<file path="config.mk">
export PLATFORM = sky130hd
export DESIGN_NAME = snd_scheduler_flat
export DESIGN_NICKNAME = d
export VERILOG_FILES = /design/src/rtl/snd_scheduler_if.sv /design/src/rtl/snd_scheduler.sv /design/src/flat_wrapper.sv
export SDC_FILE = /design/constraint.sdc
export NUM_CORES = 1
export LEC_CHECK = 0
export CAP_MARGIN = 0
export CORE_MARGIN = 2
export CORE_UTILIZATION = 58
export CTS_BUF_LIST = sky130_fd_sc_hd__clkbuf_16
export DETAILED_ROUTE_END_ITERATION = 7
export PLACE_DENSITY = 0.79
export SLEW_MARGIN = 20
export SYNTH_ARGS = -nofsm -noshare
export SYNTH_HDL_FRONTEND = slang
export SYNTH_SLANG_ARGS = --single-unit
</file>
<file path="constraint.sdc">
create_clock -name clk_50 -period 5.75 [get_ports clk_50]
set_input_delay 1.15 -clock clk_50 [delete_from_list [all_inputs] [get_ports clk_50]]
set_output_delay 1.15 -clock clk_50 [all_outputs]
set_load 0.03 [all_outputs]
</file>
<file path="src/rtl/snd_scheduler_if.sv">
// Player-side handshake between the sound scheduler and the ROM sample player.
interface snd_scheduler_if #(
  parameter int ADDR_W = 20
);
  logic              play_start;
  logic              play_stop;
  logic [ADDR_W-1:0] play_start_addr;
  logic [ADDR_W-1:0] play_end_addr;
  logic              play_busy;
  logic              play_done;

  modport master (
    output play_start, play_stop, play_start_addr, play_end_addr,
    input  play_busy, play_done
  );

  modport slave (
    input  play_start, play_stop, play_start_addr, play_end_addr,
    output play_busy, play_done
  );
endinterface

</file>
<file path="src/rtl/snd_scheduler.sv">
// Fixed-priority one-shot sound scheduler: latches request edges, looks up ROM
// bounds and launches one play at a time, with optional preemption and a watchdog.
module snd_scheduler #(
  parameter int NUM_SND = 6,
  parameter int ADDR_W  = 20,
  parameter int PREEMPT = 1,
  parameter int TIMEOUT = 2000000
) (
  input  logic               clk_50,
  input  logic               reset,
  input  logic [NUM_SND-1:0] req,
  input  logic               cfg_we,
  input  logic [2:0]         cfg_idx,
  input  logic [ADDR_W-1:0]  cfg_start,
  input  logic [ADDR_W-1:0]  cfg_end,
  snd_scheduler_if.master    play,
  output logic               active,
  output logic [2:0]         cur_idx,
  output logic [7:0]         drop_count,
  output logic               timeout_err
);
  localparam int WD_W = $clog2(TIMEOUT + 1);

  typedef enum logic [2:0] {S_IDLE, S_START, S_PLAY, S_STOP, S_ABORT} state_e;

  state_e             state_q, state_d;
  logic [NUM_SND-1:0] req_q, pend_q, pend_d, clr, edge_w, vld_q;
  logic [ADDR_W-1:0]  tbl_s [NUM_SND];
  logic [ADDR_W-1:0]  tbl_e [NUM_SND];
  logic [ADDR_W-1:0]  addr_s_q, addr_s_d, addr_e_q, addr_e_d;
  logic [2:0]         cur_q, cur_d, sel;
  logic [7:0]         drop_q, drop_d;
  logic               terr_q, terr_d;
  logic [WD_W-1:0]    wd_q, wd_d;
  logic               any, hi, sel_ok, cfg_hit;

  assign edge_w  = req & ~req_q;
  assign cfg_hit = cfg_we && ({29'd0, cfg_idx} < 32'(NUM_SND));

  // Later (higher) indices overwrite earlier ones, so sel ends on the winner.
  always_comb begin
    sel = '0;
    any = 1'b0;
    hi  = 1'b0;
    for (int i = 0; i < NUM_SND; i++) begin
      if (pend_q[i]) begin
        sel = 3'(i);
        any = 1'b1;
        if (3'(i) > cur_q) hi = 1'b1;
      end
    end
  end

  assign sel_ok = vld_q[sel] && (tbl_s[sel] <= tbl_e[sel]);

  always_comb begin
    state_d  = state_q;
    clr      = '0;
    addr_s_d = addr_s_q;
    addr_e_d = addr_e_q;
    cur_d    = cur_q;
    drop_d   = drop_q;
    terr_d   = terr_q;
    wd_d     = '0;
    case (state_q)
      S_IDLE: begin
        if (any) begin
          clr[sel] = 1'b1;
          if (sel_ok) begin
            addr_s_d = tbl_s[sel];
            addr_e_d = tbl_e[sel];
            cur_d    = sel;
            state_d  = S_START;
          end else if (drop_q != 8'hFF) begin
            drop_d = drop_q + 8'd1;
          end
        end
      end
      S_START: state_d = S_PLAY;
      S_PLAY: begin
        wd_d = wd_q + 1'b1;
        if (play.play_done) begin
          state_d = S_IDLE;
        end else if ((PREEMPT != 0) && hi) begin
          state_d = S_STOP;
        end else if (wd_q == WD_W'(TIMEOUT - 1)) begin
          terr_d  = 1'b1;
          state_d = S_IDLE;
        end
      end
      // play_stop is issued only in S_STOP; S_ABORT just drains the player.
      S_STOP:  state_d = play.play_busy ? S_ABORT : S_IDLE;
      S_ABORT: if (!play.play_busy) state_d = S_IDLE;
      default: state_d = S_IDLE;
    endcase
    // A fresh edge outranks a same-cycle grant clear.
    pend_d = (pend_q & ~clr) | edge_w;
  end

  always_ff @(posedge clk_50) begin
    if (reset) begin
      state_q  <= S_IDLE;
      req_q    <= '0;
      pend_q   <= '0;
      vld_q    <= '0;
      addr_s_q <= '0;
      addr_e_q <= '0;
      cur_q    <= '0;
      drop_q   <= '0;
      terr_q   <= 1'b0;
      wd_q     <= '0;
    end else begin
      state_q  <= state_d;
      req_q    <= req;
      pend_q   <= pend_d;
      addr_s_q <= addr_s_d;
      addr_e_q <= addr_e_d;
      cur_q    <= cur_d;
      drop_q   <= drop_d;
      terr_q   <= terr_d;
      wd_q     <= wd_d;
      if (cfg_hit) vld_q[cfg_idx] <= 1'b1;
    end
  end

  always_ff @(posedge clk_50) begin
    if (cfg_hit) begin
      tbl_s[cfg_idx] <= cfg_start;
      tbl_e[cfg_idx] <= cfg_end;
    end
  end

  assign play.play_start      = (state_q == S_START);
  assign play.play_stop       = (state_q == S_STOP);
  assign play.play_start_addr = addr_s_q;
  assign play.play_end_addr   = addr_e_q;
  assign active               = (state_q != S_IDLE);
  assign cur_idx              = cur_q;
  assign drop_count           = drop_q;
  assign timeout_err          = terr_q;
endmodule
</file>
<file path="src/flat_wrapper.sv">
// flat-port wrapper written by rule: the top's interface ports become plain ports
module snd_scheduler_flat 
#(
  parameter int NUM_SND = 6,
  parameter int ADDR_W  = 20,
  parameter int PREEMPT = 1,
  parameter int TIMEOUT = 2000000
)
  (clk_50, reset, req, cfg_we, cfg_idx, cfg_start, cfg_end, active, cur_idx, drop_count, timeout_err, play_play_start, play_play_stop, play_play_start_addr, play_play_end_addr, play_play_busy, play_play_done);
  snd_scheduler_if #(.ADDR_W(ADDR_W)) play_i ();
  input  logic clk_50;
  input  logic reset;
  input  logic [NUM_SND-1:0] req;
  input  logic cfg_we;
  input  logic [2:0] cfg_idx;
  input  logic [ADDR_W-1:0] cfg_start;
  input  logic [ADDR_W-1:0] cfg_end;
  output logic active;
  output logic [2:0] cur_idx;
  output logic [7:0] drop_count;
  output logic timeout_err;
  output wire logic [$bits(play_i.play_start)-1:0] play_play_start;
  output wire logic [$bits(play_i.play_stop)-1:0] play_play_stop;
  output wire logic [$bits(play_i.play_start_addr)-1:0] play_play_start_addr;
  output wire logic [$bits(play_i.play_end_addr)-1:0] play_play_end_addr;
  input wire logic [$bits(play_i.play_busy)-1:0] play_play_busy;
  input wire logic [$bits(play_i.play_done)-1:0] play_play_done;
  assign play_play_start = play_i.play_start;
  assign play_play_stop = play_i.play_stop;
  assign play_play_start_addr = play_i.play_start_addr;
  assign play_play_end_addr = play_i.play_end_addr;
  assign play_i.play_busy = play_play_busy;
  assign play_i.play_done = play_play_done;
  snd_scheduler #(.NUM_SND(NUM_SND), .ADDR_W(ADDR_W), .PREEMPT(PREEMPT), .TIMEOUT(TIMEOUT)) u_core (.clk_50(clk_50), .reset(reset), .req(req), .cfg_we(cfg_we), .cfg_idx(cfg_idx), .cfg_start(cfg_start), .cfg_end(cfg_end), .play(play_i), .active(active), .cur_idx(cur_idx), .drop_count(drop_count), .timeout_err(timeout_err));
endmodule
</file>
==> reports/metrics.csv, run 1 <==
metric,value,unit
outcome,finished clean,
CP Class,flip-flop to flip-flop,
"Max FO, Critical Path",13,
pin count of the biggest net entering global routing,79,
Area Overhead vs Synth,18.6,%
first-pass GRT wire length,52.8,mm
Clock Power Share,38.4,%
clock tree sinks,334,
yosys warns,0,
row count,56,
asr flop ratio synth,0,%
starting density of the core,59.2,%
Final Hold Viols,0,
Worst-Margin Slew,1.05,ns
"EDFF count, synth",240,
fraction of layout cells with a size suffix above 1,8.86,%
vias in the first global route,9511,
Tightest Hold Check Type,flip-flop to flip-flop,
clk_skew,0.0159,ns
Max-slew headroom,29.8,%
"FF+latch count, synth",334,
Peak Freq,219,MHz
H-Tree Depth,2,
unrepaired setup endpoints after global routing,no,
maximum root-to-sink buffer count,3,
Avg Synthesized Cell Area,12.9,um^2
post-route ant nets,0,
max cap viols,0,
DP HPWL,21.0,mm
"Hold-fix buffers, CTS",0,
WP data required,6.15,ns
post-CTS setup buffers,0,
Crit. End Element,flip-flop,
NetSw,1.36,mW
total negative slack,0,ns
die area,25200,um^2
overall die width,159,um
crit start category,flip-flop,
Final Cycle Share,79.6,%
gr ovfl total,0,
Internal,4.15,mW
Synth Net Count,1154,
Reg power frac,48.8,%
Cell variety after synth,54,
total leakage power,5.53,nW
count of buffers from port buffering,108,
DR pass1 iterations,6,
Global Route Usage Sum,26.8,%
register area share after synthesis,65.5,%
drc violations,0,
CTS tree,built,
clk slew on worst S/H paths,0.06,ns
Total Wirelength,34.1,mm
Gate power share,12.8,%
Core Region,23500,um^2
Max VDD drop,0.240,mV
io pins,109,
count of pins over their slew limit,0,
drt wl/cell,22.3,um
initial DRC count,1162,
post-synth top area share,51.9,%
RePlAce Congestion,0.832,
Cell Pwr Density,335,nW/um^2
leading area contributor after synthesis,edfxtp_1,
worst skew pair latency,0.51,ns
largest cells by area after synthesis,"edfxtp_1 (52%), dfxtp_1 (14%), mux2i_1 (3.0%)",
post_cts resized,0,
Gate Count Post-Synth,1078,
Final nets,1259,
WP data arrival,4.97,ns
DR vias/cell,6.29,
Tmin final,4.57,ns
Syn Std Cell Area,13900,um^2
Sw Share,24.6,%
CTS Root Cell,clkbuf_16,
setup violators final,0,
initial antenna violation count,0,
Ant. Diodes,0,
Die Y,159,um
DR vias,9610,
Post-synth top flop,edfxtp_1,
Tot Pwr,5.51,mW
CTS Buf Count,34,
[per-layer routing]
layer / part of all wire, % / vias to the layer above / global-route usage (%)
met4: 3.6 / 0 / 12.0
met1: 39 / 4653 / 35.2
li1: - / 4341 / -
met5: 0 / - / 0
met3: 8.5 / 94 / 4.62
met2: 49 / 522 / 43.9
[synth_stat cells (all sizes together) (20+ instances only)]
cell type / number
clkbuf: 61
mux2i: 41
o211ai: 46
ha: 22
nor2b: 36
o21ai: 35
nand2b: 33
edfxtp: 240
nand3: 39
a22oi: 25
nand2: 48
dfxtp: 94
o21bai: 25
nor2: 76
or4: 20
a21oi: 43
mux2: 25
[final timing paths]
kind / endpoint / slack [ns] / from / cells after the start
setup / recovery: u_core.drop_count[4]$_SDFFE_PP0P_ / 1.18 / u_core.pend_q[3]$_SDFF_PP0_ / 12
hold / removal: u_core.timeout_err$_SDFFE_PP0P_ / 0.46 / u_core.timeout_err$_SDFFE_PP0P_ / 2
hold reg to reg: u_core.timeout_err$_SDFFE_PP0P_ / 0.46 / u_core.timeout_err$_SDFFE_PP0P_ / 2
setup reg to reg: u_core.drop_count[4]$_SDFFE_PP0P_ / 1.18 / u_core.pend_q[3]$_SDFF_PP0_ / 12
[state kept, by name (all words and copies together), names as in the netlist, 8 cells and up]
name,count
u_core.drop_count,8
u_core.wd_q,21
u_core.tbl_s,120
u_core.play.play_end_addr,20
u_core.play.play_start_addr,20
u_core.tbl_e,120
[logic make-up (layout without fill, tap and decap cells)]
group	after synthesis	count (layout)	share of synthesized area, %
DFF	334	334	65.5
xor gates and xnor gates	18	18	1.14
muxes	66	66	4.98
adders and majority gates	22	22	1.98
buffers and inverters	78	208	2.32
and+or+nand+nor	305	305	11.5
AOI/OAI and AO/OA	255	255	12.6
[metrics by stage]
step	std cells	setup WS (ns)	hold WS, ns	area [um^2]	util [%]
2_1_floorplan	1078	1.18	0.430	13900	-
3_3_place_gp	1466	1.39	0.441	15400	65.6
3_5_place_dp	1466	1.20	0.450	15400	65.6
4_1_cts	1527	1.19	0.460	16500	70.2
5_1_grt	1527	0.829	0.491	16500	70.2
6_report	1527	1.18	0.455	16500	70.2
[power groups by stage]
stage               clock network [mW]  registers (mW)  logic (mW)
finish                            2.12            2.69       0.703
global route                      2.23            2.70       0.754
CTS                               2.14            2.69       0.694
detailed placement                   0            2.74       0.687
global placement                     0            2.74       0.664
floorplan                            0            2.76       0.387
[critical path: stages, from the launching register on]
cell	delay [ns]
dfxtp_1	0.45
or4_1	0.80
buf_4	0.27
or4_1	0.39
o31ai_1	0.11
a211oi_1	0.14
ha_1	0.36
nand4_1	0.21
nor4_1	0.45
a22oi_1	0.19
and4b_1	0.35
nor4b_1	0.37
mux2_2	0.37
[layout by cell type, fill, tap and decap left out, types with 16 or more instances in the layout]
master,instances
a2111oi_0,17
a211oi_1,19
a21oi_1,42
a22oi_1,25
buf_4,28
clkbuf_16,37
clkdlybuf4s50_1,107
dfxtp_1,93
edfxtp_1,240
ha_1,22
inv_1,19
mux2_1,16
mux2i_1,41
nand2_1,47
nand2b_1,33
nand3_1,39
nor2_1,72
nor2b_1,36
o211ai_1,46
o21ai_0,34
o21bai_1,24
o22ai_1,18
o31ai_1,19
or4_1,20
[layout make-up]
type | count | area, um^2
multi-input combinational | 666 | 4530
clock buffer | 37 | 926
tap | 319 | 399
timing repair buffer | 138 | 1340
fill | 1582 | 7000
clock inverter | 24 | 151
inverter | 9 | 33.8
sequential | 334 | 9090
Power figures use the tool's default switching activity.
==> inputs of run 2 (changes only) <==
==> constraint.sdc (replaced) <==
create_clock -name clk_50 -period 4.4 [get_ports clk_50]
set_input_delay 0.88 -clock clk_50 [delete_from_list [all_inputs] [get_ports clk_50]]
set_output_delay 0.88 -clock clk_50 [all_outputs]
set_load 0.03 [all_outputs]
==> run 2 against run 1 <==
Against the previous run:
- flip-flop and latch count unchanged
- cell count increased by 0.39%
- hold slack got worse by 0.0015 ns
- die area unchanged
- routed wire length down 0.79%
- design area up 0.27%
- non-clock buffer count increased by 5
- combinational power rose by 31%
- core utilization increased by 0.19 points
- clock skew about the same
- via count hardly changed
- fmax increased by 11%
- critical path type unchanged
==> reports/metrics.csv, run 2 (synthesis gave the netlist of run 1 again) <==
metric,value,unit,change
sum of buffers and inverters on the critical path,2,,+1
fraction of layout cells with a size suffix above 1,9.80,%,+0.94 points
pin count of the biggest net entering global routing,80,,+1.3%
Max-slew headroom,28.4,%,-1.4 points
post-CTS setup buffers,0,,unchanged
Worst-Margin Slew,1.05,ns,-0.000972 ns
max cap viols,0,,unchanged
DP HPWL,20.4,mm,-3.1%
Core Region,23500,um^2,unchanged
clock tree sinks,334,,unchanged
clk_skew,0.0161,ns,+0.000206 ns
count of pins over their slew limit,0,,unchanged
die area,25200,um^2,unchanged
maximum root-to-sink buffer count,3,,unchanged
Tmin final,4.12,ns,-0.452 ns
CTS tree,built,,
Peak Freq,243,MHz,+11%
overall die width,159,um,unchanged
largest registers,"u_core.tbl_e: 120 flops, u_core.tbl_s: 120 flops, u_core.wd_q: 21 flops",,
drc violations,0,,unchanged
CP Class,flip-flop to flip-flop,,
vias in the first global route,9641,,+1.4%
DR vias,9606,,-0.042%
Finished Cell Area,16500,um^2,+0.27%
Tightest Hold Check Type,flip-flop to flip-flop,,
Critical Path Stages,13,,+1
Area after DPL,15400,um^2,+0.30%
CTS Buf Count,35,,+2.9%
H-Tree Depth,2,,unchanged
DR pass1 iterations,5,,-1
Total Wirelength,33.8,mm,-0.79%
initial antenna violation count,0,,unchanged
Max VDD drop,0.340,mV,+42%
hold path cells,2,,unchanged
CP max stage delay,0.69,ns,-0.11 ns
WP data required,4.80,ns,-1.35 ns
"Max FO, Critical Path",13,,unchanged
initial DRC count,925,,-20%
WP data arrival,4.52,ns,-0.45 ns
Final nets,1265,,+0.48%
clk slew on worst S/H paths,0.06,ns,about the same
post-route ant nets,0,,unchanged
DR vias/cell,6.27,,-0.43%
row count,56,,unchanged
outcome,finished clean,,
Crit. End Element,flip-flop,,
Crit path max-delay family,simple AND/OR/NAND/NOR gates,,
most frequent cells in the layout,"edfxtp_1 (240), clkdlybuf4s50_1 (107), dfxtp_1 (93), nor2_1 (72), nand2_1 (47)",,
post-route insts no fill,1533,,+0.39%
"most common cell after layout, fill and taps aside",edfxtp_1,,
first-pass GRT wire length,52.5,mm,-0.65%
RePlAce Congestion,0.827,,-0.59%
total leakage power,5.55,nW,+0.22%
Ant. Diodes,0,,unchanged
Crit-path slowest cell,or4_1,,
Global Route Usage Sum,26.5,%,-0.24 points
CTS Root Cell,clkbuf_16,,
crit start category,flip-flop,,
setup violators final,0,,unchanged
Area Overhead vs Synth,19.0,%,
count of buffers from port buffering,108,,unchanged
Final Hold Viols,0,,unchanged
Worst R2R Path Depth,13,,+1
starting density of the core,59.2,%,unchanged
Tot Pwr,7.20,mW,+31%
Die Y,159,um,unchanged
gr ovfl total,0,,unchanged
Final Cycle Share,93.7,%,+14 points
io pins,109,,unchanged
drt wl/cell,22.1,um,-1.2%
worst skew pair latency,0.52,ns,about the same
worst-path cell chain,"or4_1, buf_4, or4_1, o31ai_1, a211oi_1, ha_1, nand4_1, nor4_1, buf_4, a22oi_1, and4b_1, nor4_1, mux2_2",,
placed cell count,1471,,+0.34%
Cell Pwr Density,436,nW/um^2,+30%
unrepaired setup endpoints after global routing,no,,
total negative slack,0,ns,unchanged
## run 2: cell count changes in the layout (fill, tap and decap cells not counted), sizes merged
| cell | change |
|---|---|
| clkbuf | -2 |
| clkinvlp | -1 |
| clkinv | +6 |
| inv | -2 |
| buf | +5 |
## run 2: layout make-up
class	instances	area (um^2)
timing repair buffer	143	1400
fill	1562	6960
multi-input combinational	666	4530
sequential	334	9090
inverter	9	33.8
clock buffer	35	876
clock inverter	27	186
tap	319	399
## run 2: path summary, 6_finish.rpt
kind	startpoint	end	slack (ns)
worst max-delay path	u_core.pend_q[2]$_SDFF_PP0_	u_core.drop_count[6]$_SDFFE_PP0P_	0.28
worst min-delay path	u_core.timeout_err$_SDFFE_PP0P_	u_core.timeout_err$_SDFFE_PP0P_	0.45
worst min register to register	u_core.timeout_err$_SDFFE_PP0P_	u_core.timeout_err$_SDFFE_PP0P_	0.45
worst max register to register	u_core.pend_q[2]$_SDFF_PP0_	u_core.drop_count[6]$_SDFFE_PP0P_	0.28
## run 2: routing by layer
metal,vias up,share of wire [%],wire length (um),track usage [%]
li1,4362,-,-,-
met1,4717,40,13600,34.5
met2,448,50,16700,44.9
met3,79,7.4,2510,4.23
met4,0,3.0,1010,10.4
met5,-,0,0,0
## run 2: through the flow
step | util [%] | hold WS [ns] | setup slack (ns)
6_report | 70.4 | 0.454 | 0.277
5_1_grt | 70.4 | 0.502 | 0.0654
4_1_cts | 70.3 | 0.458 | 0.261
3_5_place_dp | 65.8 | 0.449 | 0.287
3_3_place_gp | 65.8 | 0.442 | 0.391
2_1_floorplan | - | 0.430 | 0.0957
## run 2: worst register-to-register path, cell delays in order, from the launching register on
cell      delay [ns]
dfxtp_1         0.41
or4_1           0.70
buf_4           0.25
or4_1           0.42
o31ai_1         0.11
a211oi_1        0.08
ha_1            0.31
nand4_1         0.12
nor4_1          0.31
buf_4           0.18
a22oi_1         0.09
and4b_1         0.33
nor4_1          0.34
mux2_2          0.37
## run 2: where the power goes
part | internal [mW] | switching [mW] | total [mW]
clock network | 1.57 | 1.19 | 2.76
logic | 0.339 | 0.585 | 0.924
registers | 3.47 | 0.0419 | 3.52
## run 2: timing repair
| action | in CTS | in global routing |
|---|---|---|
| hold buffers | 0 | 0 |
| hold endpoints to repair | 0 | 0 |
| resized for setup | 0 | 3 |
| endpoints found under the setup margin | 0 | 1 |
